`src/rtl/adder2bit_faulty_pkg.sv`:
```
// Purpose : shared encodings for the stuck-at fault-injection adder.
// Latency : n/a (constants only).
// Backpressure: n/a.
//
// Site numbers select which internal net of the faulty adder is forced.
// Fault types give the value the selected net is forced to.
package adder2bit_faulty_pkg;

  localparam int unsigned SITE_A0   = 0;
  localparam int unsigned SITE_A1   = 1;
  localparam int unsigned SITE_B0   = 2;
  localparam int unsigned SITE_B1   = 3;
  localparam int unsigned SITE_S0   = 4;
  localparam int unsigned SITE_C0   = 5;
  localparam int unsigned SITE_S1   = 6;
  localparam int unsigned SITE_COUT = 7;

  localparam int unsigned SA0 = 0;
  localparam int unsigned SA1 = 1;

endpackage

```
`src/rtl/adder2bit_faulty_full_adder.sv`:
```
// Purpose : 1-bit combinational full adder cell.
// Latency : 0 cycles (pure combinational).
// Backpressure: none.
//
// Ports:
//   a_i, b_i, cin_i : operand bits and carry in
//   s_o, cout_o     : sum bit and carry out
module full_adder (
  input  logic a_i,
  input  logic b_i,
  input  logic cin_i,
  output logic s_o,
  output logic cout_o
);

  assign s_o    = a_i ^ b_i ^ cin_i;
  assign cout_o = (a_i & b_i) | (a_i & cin_i) | (b_i & cin_i);

endmodule

```
`src/rtl/adder2bit_faulty.sv`:
```
// Purpose : 2-bit adder with a stuck-at fault injectable on one net, compared against a golden sum.
// Latency : 1 cycle from a/b/fault_en to sum/sum_ref/mismatch/err_cnt.
// Backpressure: none; a new operand pair is accepted every cycle.
//
// Ports:
//   clk, rst_n        : clock (rising edge) and synchronous active-low reset
//   a, b              : 2-bit unsigned addends
//   fault_en          : 1 forces the net selected by FAULT_SITE to FAULT_TYPE
//   sum               : registered result of the faulty ripple-carry path
//   sum_ref           : registered golden result a+b
//   mismatch          : registered flag, sum != sum_ref
//   err_cnt           : saturating count of mismatching cycles since reset
module adder2bit_faulty
  import adder2bit_faulty_pkg::*;
#(
  parameter int unsigned FAULT_SITE = SITE_S0,
  parameter int unsigned FAULT_TYPE = SA0
) (
  input  logic       clk,
  input  logic       rst_n,
  input  logic [1:0] a,
  input  logic [1:0] b,
  input  logic       fault_en,
  output logic [2:0] sum,
  output logic [2:0] sum_ref,
  output logic       mismatch,
  output logic [7:0] err_cnt
);

  // Illegal parameter values stop elaboration rather than silently injecting nothing.
  if (FAULT_SITE > SITE_COUT) begin : g_bad_site
    $error("adder2bit_faulty: FAULT_SITE must be 0..7");
  end
  if (FAULT_TYPE > SA1) begin : g_bad_type
    $error("adder2bit_faulty: FAULT_TYPE must be 0 or 1");
  end

  localparam logic FVAL = (FAULT_TYPE == SA1);

  // Faulty datapath: each exposed net passes through a mux that substitutes
  // the stuck value, so every consumer downstream sees the forced value.
  logic a0_f, a1_f, b0_f, b1_f;
  logic s0_raw, c0_raw, s1_raw, cout_raw;
  logic s0_f, c0_f, s1_f, cout_f;

  assign a0_f = (fault_en && FAULT_SITE == SITE_A0) ? FVAL : a[0];
  assign a1_f = (fault_en && FAULT_SITE == SITE_A1) ? FVAL : a[1];
  assign b0_f = (fault_en && FAULT_SITE == SITE_B0) ? FVAL : b[0];
  assign b1_f = (fault_en && FAULT_SITE == SITE_B1) ? FVAL : b[1];

  full_adder u_fa0 (
    .a_i    (a0_f),
    .b_i    (b0_f),
    .cin_i  (1'b0),
    .s_o    (s0_raw),
    .cout_o (c0_raw)
  );

  assign s0_f = (fault_en && FAULT_SITE == SITE_S0) ? FVAL : s0_raw;
  assign c0_f = (fault_en && FAULT_SITE == SITE_C0) ? FVAL : c0_raw;

  full_adder u_fa1 (
    .a_i    (a1_f),
    .b_i    (b1_f),
    .cin_i  (c0_f),
    .s_o    (s1_raw),
    .cout_o (cout_raw)
  );

  assign s1_f   = (fault_en && FAULT_SITE == SITE_S1)   ? FVAL : s1_raw;
  assign cout_f = (fault_en && FAULT_SITE == SITE_COUT) ? FVAL : cout_raw;

  // Next-state values. The golden path always sees the untouched operands.
  logic [2:0] sum_d, sum_ref_d, sum_q, sum_ref_q;
  logic       mismatch_d, mismatch_q;
  logic [7:0] err_cnt_d, err_cnt_q;

  always_comb begin
    sum_d      = {cout_f, s1_f, s0_f};
    sum_ref_d  = {1'b0, a} + {1'b0, b};
    // Derived from next-state values so the flag lines up with the pair it describes.
    mismatch_d = (sum_d != sum_ref_d);
    err_cnt_d  = err_cnt_q;
    if (mismatch_d && (err_cnt_q != 8'hFF)) begin
      err_cnt_d = err_cnt_q + 8'd1;
    end
  end

  always_ff @(posedge clk) begin
    if (!rst_n) begin
      sum_q      <= 3'd0;
      sum_ref_q  <= 3'd0;
      mismatch_q <= 1'b0;
      err_cnt_q  <= 8'd0;
    end else begin
      sum_q      <= sum_d;
      sum_ref_q  <= sum_ref_d;
      mismatch_q <= mismatch_d;
      err_cnt_q  <= err_cnt_d;
    end
  end

  assign sum      = sum_q;
  assign sum_ref  = sum_ref_q;
  assign mismatch = mismatch_q;
  assign err_cnt  = err_cnt_q;

endmodule

```
`config.mk`:
```
export PLATFORM = sky130hd
export DESIGN_NAME = adder2bit_faulty
export DESIGN_NICKNAME = d
export VERILOG_FILES = /design/src/rtl/adder2bit_faulty_pkg.sv /design/src/rtl/adder2bit_faulty_full_adder.sv /design/src/rtl/adder2bit_faulty.sv
export SDC_FILE = /design/constraint.sdc
export NUM_CORES = 1
export LEC_CHECK = 0
export ABC_AREA = 1
export BUFFER_PORTS_ARGS = -buffer_cell sky130_fd_sc_hd__clkbuf_2
export CAP_MARGIN = 10
export CORE_UTILIZATION = 30
export CTS_CLUSTER_SIZE = 8
export DETAILED_ROUTE_END_ITERATION = 10
export GPL_TIMING_DRIVEN = 0
export PLACE_DENSITY_LB_ADDON = 0.12
export RECOVER_POWER = 25
export SLEW_MARGIN = 20
export SYNTH_ARGS = -nofsm -noshare
export SYNTH_HDL_FRONTEND = slang
export SYNTH_SLANG_ARGS = --single-unit
```
`constraint.sdc`:
```
create_clock -name clk -period 1.48 [get_ports clk]
set_input_delay 0.222 -clock clk [delete_from_list [all_inputs] [get_ports clk]]
set_output_delay 0.222 -clock clk [all_outputs]
set_load 0.005 [all_outputs]
```
# == Word level (Yosys, flattened, before mapping) ==
# Index checks and enable logic that the tools add are counted.
# op_classes
add_sub_neg,2
n_reduce_logical,1
n_shift,0
order_cmp,0
n_eq_ne,2
muxes,1
div_mod_pow,0
bitwise_logic,9
multipliers,0
# ops
cell,count
"adder 8 x 1 -> 8 bit, second input constant",1
"inequality test 8 bit, second input constant",1
bitwise AND 1 bit,4
adder 2 x 2 -> 3 bit,1
inequality test 3 bit,1
bitwise XOR 1 bit,3
OR 1 bit,2
logical AND 1 bit,1
two-way mux 1 bit,1
# word_totals
wordCells,19
ff_bits,15
mem_bits_rw,0
latchBits,0
n_memories,0
mem_bits_ro,0
output_inout_bits,15
in_bits,7

# == Logic depth before layout (Yosys ltp) ==
# Gate-level depths: netlist of run 1.
# depth
word_depth,6
ltp_mapped,7

# == Modules after synthesis ==
# From an unflattened synthesis of run 1, not the netlist that was laid out.
# unflattened
hier_cells,103
hier_area_um2,784.5
# modules_own_cells
module,instances,cells_per_inst,area_per_inst_um2
adder2bit_faulty,1,101,744.5
full_adder,2,1,20.0

# == Worst setup path before layout of run 1 ==
# Ideal clock, no wire load.
# synth_path
path_kind,register -> register
startpoint,reg err_cnt_q[0] (netlist: err_cnt[0])
endpoint,reg err_cnt_q[5] (netlist: err_cnt[5])
setup_ns,0.115
setup_slack_ns,0.345
t_arrival_ns,1.020
n_path_buf,0
stages_incl_launch_ff,7
t_required_ns,1.365
cell_sequence,dfxtp_1 > ha_1 > nand3_1 > inv_2 > nand2_4 > a21oi_1 > nor2_1
# synth_between
elab_chain_cells,2
# synth_rtl
element,line_no,rtl
start: declaration,adder2bit_faulty.sv:76,"logic [7:0] err_cnt_d, err_cnt_q;"
start signal: assignment,adder2bit_faulty.sv:99,err_cnt_q <= err_cnt_d;
"parallel branches: the longest is 2 deep, another holds adder 8 x 1 -> 8 bit",-,
# Parallel ways; which one is timed is not known.
# A chain may end at the register's enable or synchronous reset.

# == Final worst setup path of run 1 ==
# layout_path
startpoint,reg err_cnt_q[1] (netlist: err_cnt[1])
endpoint,reg err_cnt_q[5] (netlist: err_cnt[5])
# Same word-level chain as after synthesis.

==> metrics.md, run 1 <==
| Metric | Value |
|---|---|
| Clk Latency, worst-skew pair | `between 200 and 300 ps` |
| Hold Path Depth | `2` |
| CTS Buf Count | `3` |
| Final Cell Area | `just under 800 um2` |
| CTS resizes | `0` |
| Residual DRC | `0` |
| Worst R2R Start | `err_cnt[1]$_SDFFE_PN0P_` |
| # setup viols final | `0` |
| Chip Height | `47.8 um` |
| Yosys synthesis warning count | `0` |
| Cells after synthesis | `between 80 and 90` |
| Max VDD drop | `~350 uV` |
| Pwr per Cell Area | `roughly 840 nW/um2` |
| Total Wirelength | `~1200 um` |
| Layout Skew | `between 7 and 8 ps` |
| Antenna cells | `0` |
| Hold buffers post-CTS | `0` |
| Via count | `between 500 and 600` |
| Row cnt | `16` |
| Post-synthesis instance area | `between 600 and 700 um2` |
| Slew @ Worst Pin | `roughly 220 ps` |
| H-tree depth | `1` |
| Status | `finished clean` |
| CTS Sinks | `13` |
| Hold endpoint | `sum[0]$_SDFF_PN0_` |
| Crit path cell chain | `ha_1 -> nand3_1 -> inv_2 -> nand2_4 -> a21oi_1 -> nor2_1` |
| HP Class | `input pin to flop` |
| Nature of the critical path endpoint | `flop` |
| Path depth of the worst reg2reg path | `6` |
| Synth area leader | `dfxtp_1` |
| Initial antenna violation count | `0` |
| Syn-to-layout area delta | `26.0%` |
| DR iter-0 viols | `6` |
| Final Cycle Share | `0.845` |
| Buffers on Ports | `21` |
| CTS tree | `done` |
| Core area | `1960 um2` |
| Tmin final | `approximately 1200 ps` |
| Crit-path max FO | `9` |
| Static Leak | `roughly 0.40 nW` |
| Worst-path clk slew | `~80 ps` |
| Vias in the first global route | `around 420` |
| Critical path's slowest cell | `dfxtp_1` |
| Hold_sp | `fault_en` |
| Die X-Extent | `about 48 um` |
| Root Buffer | `clkbuf_4` |
| Count of final max-slew check failures | `0` |
| Rel. slew slack | `0.850` |
| Filler Cell Count | `approximately 240` |
| Maxcap violations | `0` |
| Avg Inst Size Synth | `approximately 7.6 um2` |
| Cell variety after synth | `19` |
| Die area | `about 2300 um2` |
| Drt first pass iters | `2` |
| Vias/cell | `roughly 4.3` |
| Final hold vios | `0` |
| RR Endpoint | `err_cnt[5]$_SDFFE_PN0P_` |
| Share of layout cells above drive strength 1 | `0.306` |
| Sequential cell area fraction in the yosys report | `0.414` |
| RSZ-0062 raised after global routing | `false` |
| R2r setup slk | `230 ps` |
| Wire length of the first global-routing pass | `1720 um` |
| Routability Congestion | `0.755` |
| CP Data Arrival Time | `roughly 1400 ps` |
| Gr usage total | `0.113` |
| Setup repair bufs after CTS | `0` |
| Core Util, Final | `0.404` |
| Hpwl dp | `about 940 um` |
| NumNets Final | `119` |
| Startpoint Class | `flop` |
| Commonest cells after routing, fill and taps aside | `clkbuf_2 (20), nand2_1 (16), nor2_1 (13), dfxtp_1 (13), inv_1 (9)` |
| Critical path type | `flop to flop` |
| Register bit total from synthesis | `13` |
| Area share of the leading cell type in the synthesized netlist | `0.414` |
| Final ANT Viol Nets | `0` |
| Ranking of synthesized cells by area | `dfxtp_1 (41%), nand2_1 (9.5%), nor2_1 (7.8%), nand3_1 (6.4%), inv_1 (5.4%)` |
| Clock buffer depth | `2` |
| Total placed instance area | `roughly 770 um2` |
| Crit-path max cell delay | `between 400 and 500 ps` |
| Wire length per cell | `8.93 um` |
| Most common cell after layout, fill and taps aside | `clkbuf_2` |
| Maximum number of pins on one net before global-route repair | `10` |
| Initial Util | `0.321` |
| Worst path required time | `about 1700 ps` |
| I/O Pins | `22` |
| Grt ovf | `0` |
| Setup total negative slack | `0 ps` |
| Net Count, Synth | `93` |
| Max Freq | `roughly 800 MHz` |
-- worst max-delay path by stage --
stage                             from                 endpoint  slack, ps  depth (start not counted)
6_report       err_cnt[1]$_SDFFE_PN0P_  err_cnt[5]$_SDFFE_PN0P_        230                          6
5_1_grt        err_cnt[0]$_SDFFE_PN0P_  err_cnt[1]$_SDFFE_PN0P_        140                          7
4_1_cts        err_cnt[1]$_SDFFE_PN0P_  err_cnt[5]$_SDFFE_PN0P_        230                          6
3_5_place_dp                      a[0]  err_cnt[7]$_SDFFE_PN0P_        170                          7
3_3_place_gp                      a[0]  err_cnt[7]$_SDFFE_PN0P_        170                          7
2_1_floorplan  err_cnt[0]$_SDFFE_PN0P_  err_cnt[5]$_SDFFE_PN0P_        350                          6
-- registers in the layout, summed over array words and instances, names as in the netlist --
register,cells
sum,3
mismatch,1
sum_ref,1
err_cnt,8
-- where the power goes --
group / switching [W] / internal (W)
Combinational: 0.0000386 / 0.0000350
Sequential: 0.00000743 / 0.000363
Clock: 0.000117 / 0.000104
Total: 0.000163 / 0.000502
-- layer usage --
metal,track usage,wire (um),up-vias
li1,-,-,310
met1,0.148,585,259
met2,0.162,571,10
met3,0.0340,48,0
met4,0.0667,0,0
met5,0,0,-
-- cell type report --
| cell class | instances | area (um2) | share of cell area |
|---|---|---|---|
| flip-flops and latches | 13 | 260 | 0.328 |
| plain buffers | 2 | 15.0 | 0.0189 |
| repair buffers | 21 | 104 | 0.131 |
| well taps | 27 | 33.8 | 0.0426 |
| inverters | 11 | 41.3 | 0.0521 |
| clock buffers | 4 | 26.3 | 0.0331 |
| multi-input cells | 57 | 313 | 0.394 |
-- critical path: cells and delay by family, from the launching register on --
kind / cells / cell delay, ps
compound gates: 1 / 150
flops: 1 / 410
simple gates: 3 / 260
buf+inv: 1 / 110
fa+ha+maj: 1 / 220
-- synthesized netlist by cell type, drive strengths merged --
master,number
dfxtp,13
xor2,1
nand4,1
nand2,20
ha,2
o21bai,1
nand3,8
inv,11
buf,2
fa,1
nor2,14
a21oi,6
nor3,2
o21ai,1
-- kinds of logic (layout without fill, tap and decap cells) --
| group | count (synthesis) | count (layout) | share of synthesized area |
|---|---|---|---|
| AND/OR/NAND/NOR | 45 | 45 | 0.344 |
| flip-flops | 13 | 13 | 0.414 |
| buffers and inverters | 13 | 38 | 0.0895 |
| AO/OA/AOI/OAI | 8 | 8 | 0.0676 |
| adder cells (fa/ha/maj) | 3 | 3 | 0.0716 |
| XOR/XNOR | 1 | 1 | 0.0139 |
-- stage by stage --
stage,setup WS [ps],hold WS [ps],power [W],cells
after CTS,230,108,0.000674,135
after global routing,136,122,0.000707,135
after detailed placement,166,400,0.000455,131
final,230,114,0.000665,135
after global placement,173,400,0.000454,131
after floorplan,345,294,0.000420,83
Power figures use the tool's default switching activity.
==> inputs of run 2 (changes only) <==
- clock period: 1.48 -> 1.1 ns (I/O delays scaled with it)
==> run 2 against run 1 <==
Clock power rose by 37%. Design area increased by 13%. Wire length increased by 16%. Hold slack got worse by 60 ps. Maximum frequency up 15%. Via count is 5.2% higher. Total power grew 39%. Register-to-register slack got worse by 220 ps. Critical endpoint is now err_cnt[1]$_SDFFE_PN0P_.
==> metrics.md, run 2 (synthesis results as in run 1) <==
| Metric | Value |
|---|---|
| Startpoint Class | `flop` |
| Crit-path max FO | `5` |
| Maxcap violations | `0` |
| Top delay family on crit path | `flip-flops` |
| Buf/Inv on CP | `1` |
| Clock power frac | `0.328` |
| Total placed instance area | `just under 800 um2` |
| Antenna cells | `0` |
| Maximum number of pins on one net before global-route repair | `8` |
| Worst-path clk slew | `~80 ps` |
| Buffers on Ports | `21` |
| Final ANT Viol Nets | `0` |
| Psw | `0.000234 W` |
| H-tree depth | `1` |
| Switching Share | `0.254` |
| I/O Pins | `22` |
| Max Freq | `just over 900 MHz` |
| Share of layout cells above drive strength 1 | `0.446` |
| Initial Util | `0.321` |
| Root Buffer | `clkbuf_4` |
| P_int | `~0.0007 W` |
| Wire length per cell | `~10 um` |
| CP Data Arrival Time | `between 1000 and 1500 ps` |
| Pwr per Cell Area | `1030 nW/um2` |
| Area of the multi-input gates | `372 um2` |
| CTS Buf Count | `3` |
| CTS Sinks | `13` |
| Routability Congestion | `about 0.76` |
| Status | `finished clean` |
| Hold buffers post-CTS | `0` |
| Core area | `a little under 2000 um2` |
| Critical path type | `flop to flop` |
| Gr usage total | `0.139` |
| Crit-path max cell delay | `~370 ps` |
| Max VDD drop | `470 uV` |
| Die X-Extent | `roughly 48 um` |
| HP Class | `input pin to flop` |
| Reg power frac | `0.540` |
| Initial antenna violation count | `0` |
| NumNets Final | `approximately 120` |
| Filler Cell Count | `225` |
| # setup viols final | `0` |
| Clk Latency, worst-skew pair | `approximately 280 ps` |
| Row cnt | `16` |
| Die area | `approximately 2300 um2` |
| Vias in the first global route | `between 400 and 500` |
| Critical path's slowest cell | `dfxtp_2` |
| Non-Filler Instances | `~140` |
| Layout Skew | `between 6 and 7 ps` |
| CTS tree | `done` |
| Worst R2R Start | `err_cnt[1]$_SDFFE_PN0P_` |
| Most common cell after layout, fill and taps aside | `clkbuf_2` |
| Vias/cell | `about 4.4` |
| Worst path required time | `1320 ps` |
| Max reg flops | `8` |
| Final Cycle Share | `0.991` |
| Residual DRC | `0` |
| Crit path cell chain | `ha_4 -> nand3_4 -> inv_6 -> nand2_4 -> nand2_4 -> nand2_1 -> a21oi_2` |
| Final Cell Area | `between 800 and 900 um2` |
| DR iter-0 viols | `9` |
| Slew @ Worst Pin | `roughly 260 ps` |
| RSZ-0062 raised after global routing | `true` |
| Tmin final | `around 1100 ps` |
| Rel. slew slack | `0.824` |
| Most common cell type on the critical path | `nand2_4` |
| Hpwl dp | `947 um` |
| Syn-to-layout area delta | `42.3%` |
| Via count | `around 610` |
| Hold_sp | `fault_en` |
| Grt ovf | `0` |
| Commonest cells after routing, fill and taps aside | `clkbuf_2 (21), nand2_1 (16), nor2_1 (13)` |
| Total Wirelength | `roughly 1400 um` |
| Wire length of the first global-routing pass | `2080 um` |
| Static Leak | `roughly 0.45 nW` |
| Count of final max-slew check failures | `0` |
| Final hold vios | `0` |
| FF/Latch Area | `about 270 um2` |
| Chip Height | `around 48 um` |
| Combinational share of power | `0.132` |
| Crit path from | `err_cnt[1]$_SDFFE_PN0P_` |
| Clock buffer depth | `2` |
| Nature of the critical path endpoint | `flop` |
| Drt first pass iters | `2` |
| Placed cells | `roughly 130` |
-- run 2: cell types whose count changed in the layout (fill, tap and decap cells not counted), sizes merged --
cell   previous run  this run
nand2            20        21
buf               2         5
-- run 2: power by group through the flow --
stage / Sequential, W / Combinational (W) / Clock (W)
final: 0.000499 / 0.000122 / 0.000302
after detailed placement: 0.000511 / 0.000103 / 0
after global placement: 0.000510 / 0.000101 / 0
after global routing: 0.000501 / 0.000144 / 0.000348
after floorplan: 0.000512 / 0.0000548 / 0
after CTS: 0.000499 / 0.000119 / 0.000310
-- run 2: layer usage --
metal,vias to the layer above,GRT usage,routed length (um)
met4,0,0.100,38
met5,-,0,0
met3,5,0.0340,53
met2,13,0.192,649
met1,272,0.187,663
li1,319,-,-
-- run 2: area by class of cell --
cell class	count	share of cell area
multi-input cells	58	0.415
well taps	27	0.0377
plain buffers	2	0.0168
repair buffers	24	0.151
clock buffers	4	0.0293
inverters	11	0.0517
flip-flops and latches	13	0.299
-- run 2: through the flow --
step                worst slack [ps]  total power (W)  hold slack, ps  TNS [ps]  utilization
floorplan                       9.39         0.000567             237         0            -
global placement                -149         0.000611             343      -727        0.394
detailed placement              -153         0.000614             345      -775        0.394
CTS                            -3.41         0.000929            51.0     -5.25        0.440
global route                   -86.3         0.000993            49.6      -343        0.457
finish                          9.83         0.000923            54.1         0        0.457
-- run 2: repair_timing --
item / CTS / global route
endpoints found under the setup margin: 8 / 8
cloned: 1 / 0
buffers inserted: 2 / 1
pin swaps: 2 / 6
resized for setup: 10 / 7
-- run 2: final timing paths --
kind                            cells after the start                      end  slack [ps]
worst min-delay path                                2        sum[0]$_SDFF_PN0_          50
worst min register to register                      2  err_cnt[5]$_SDFFE_PN0P_         530
worst max-delay path                                7  err_cnt[1]$_SDFFE_PN0P_          10
worst max register to register                      7  err_cnt[1]$_SDFFE_PN0P_          10
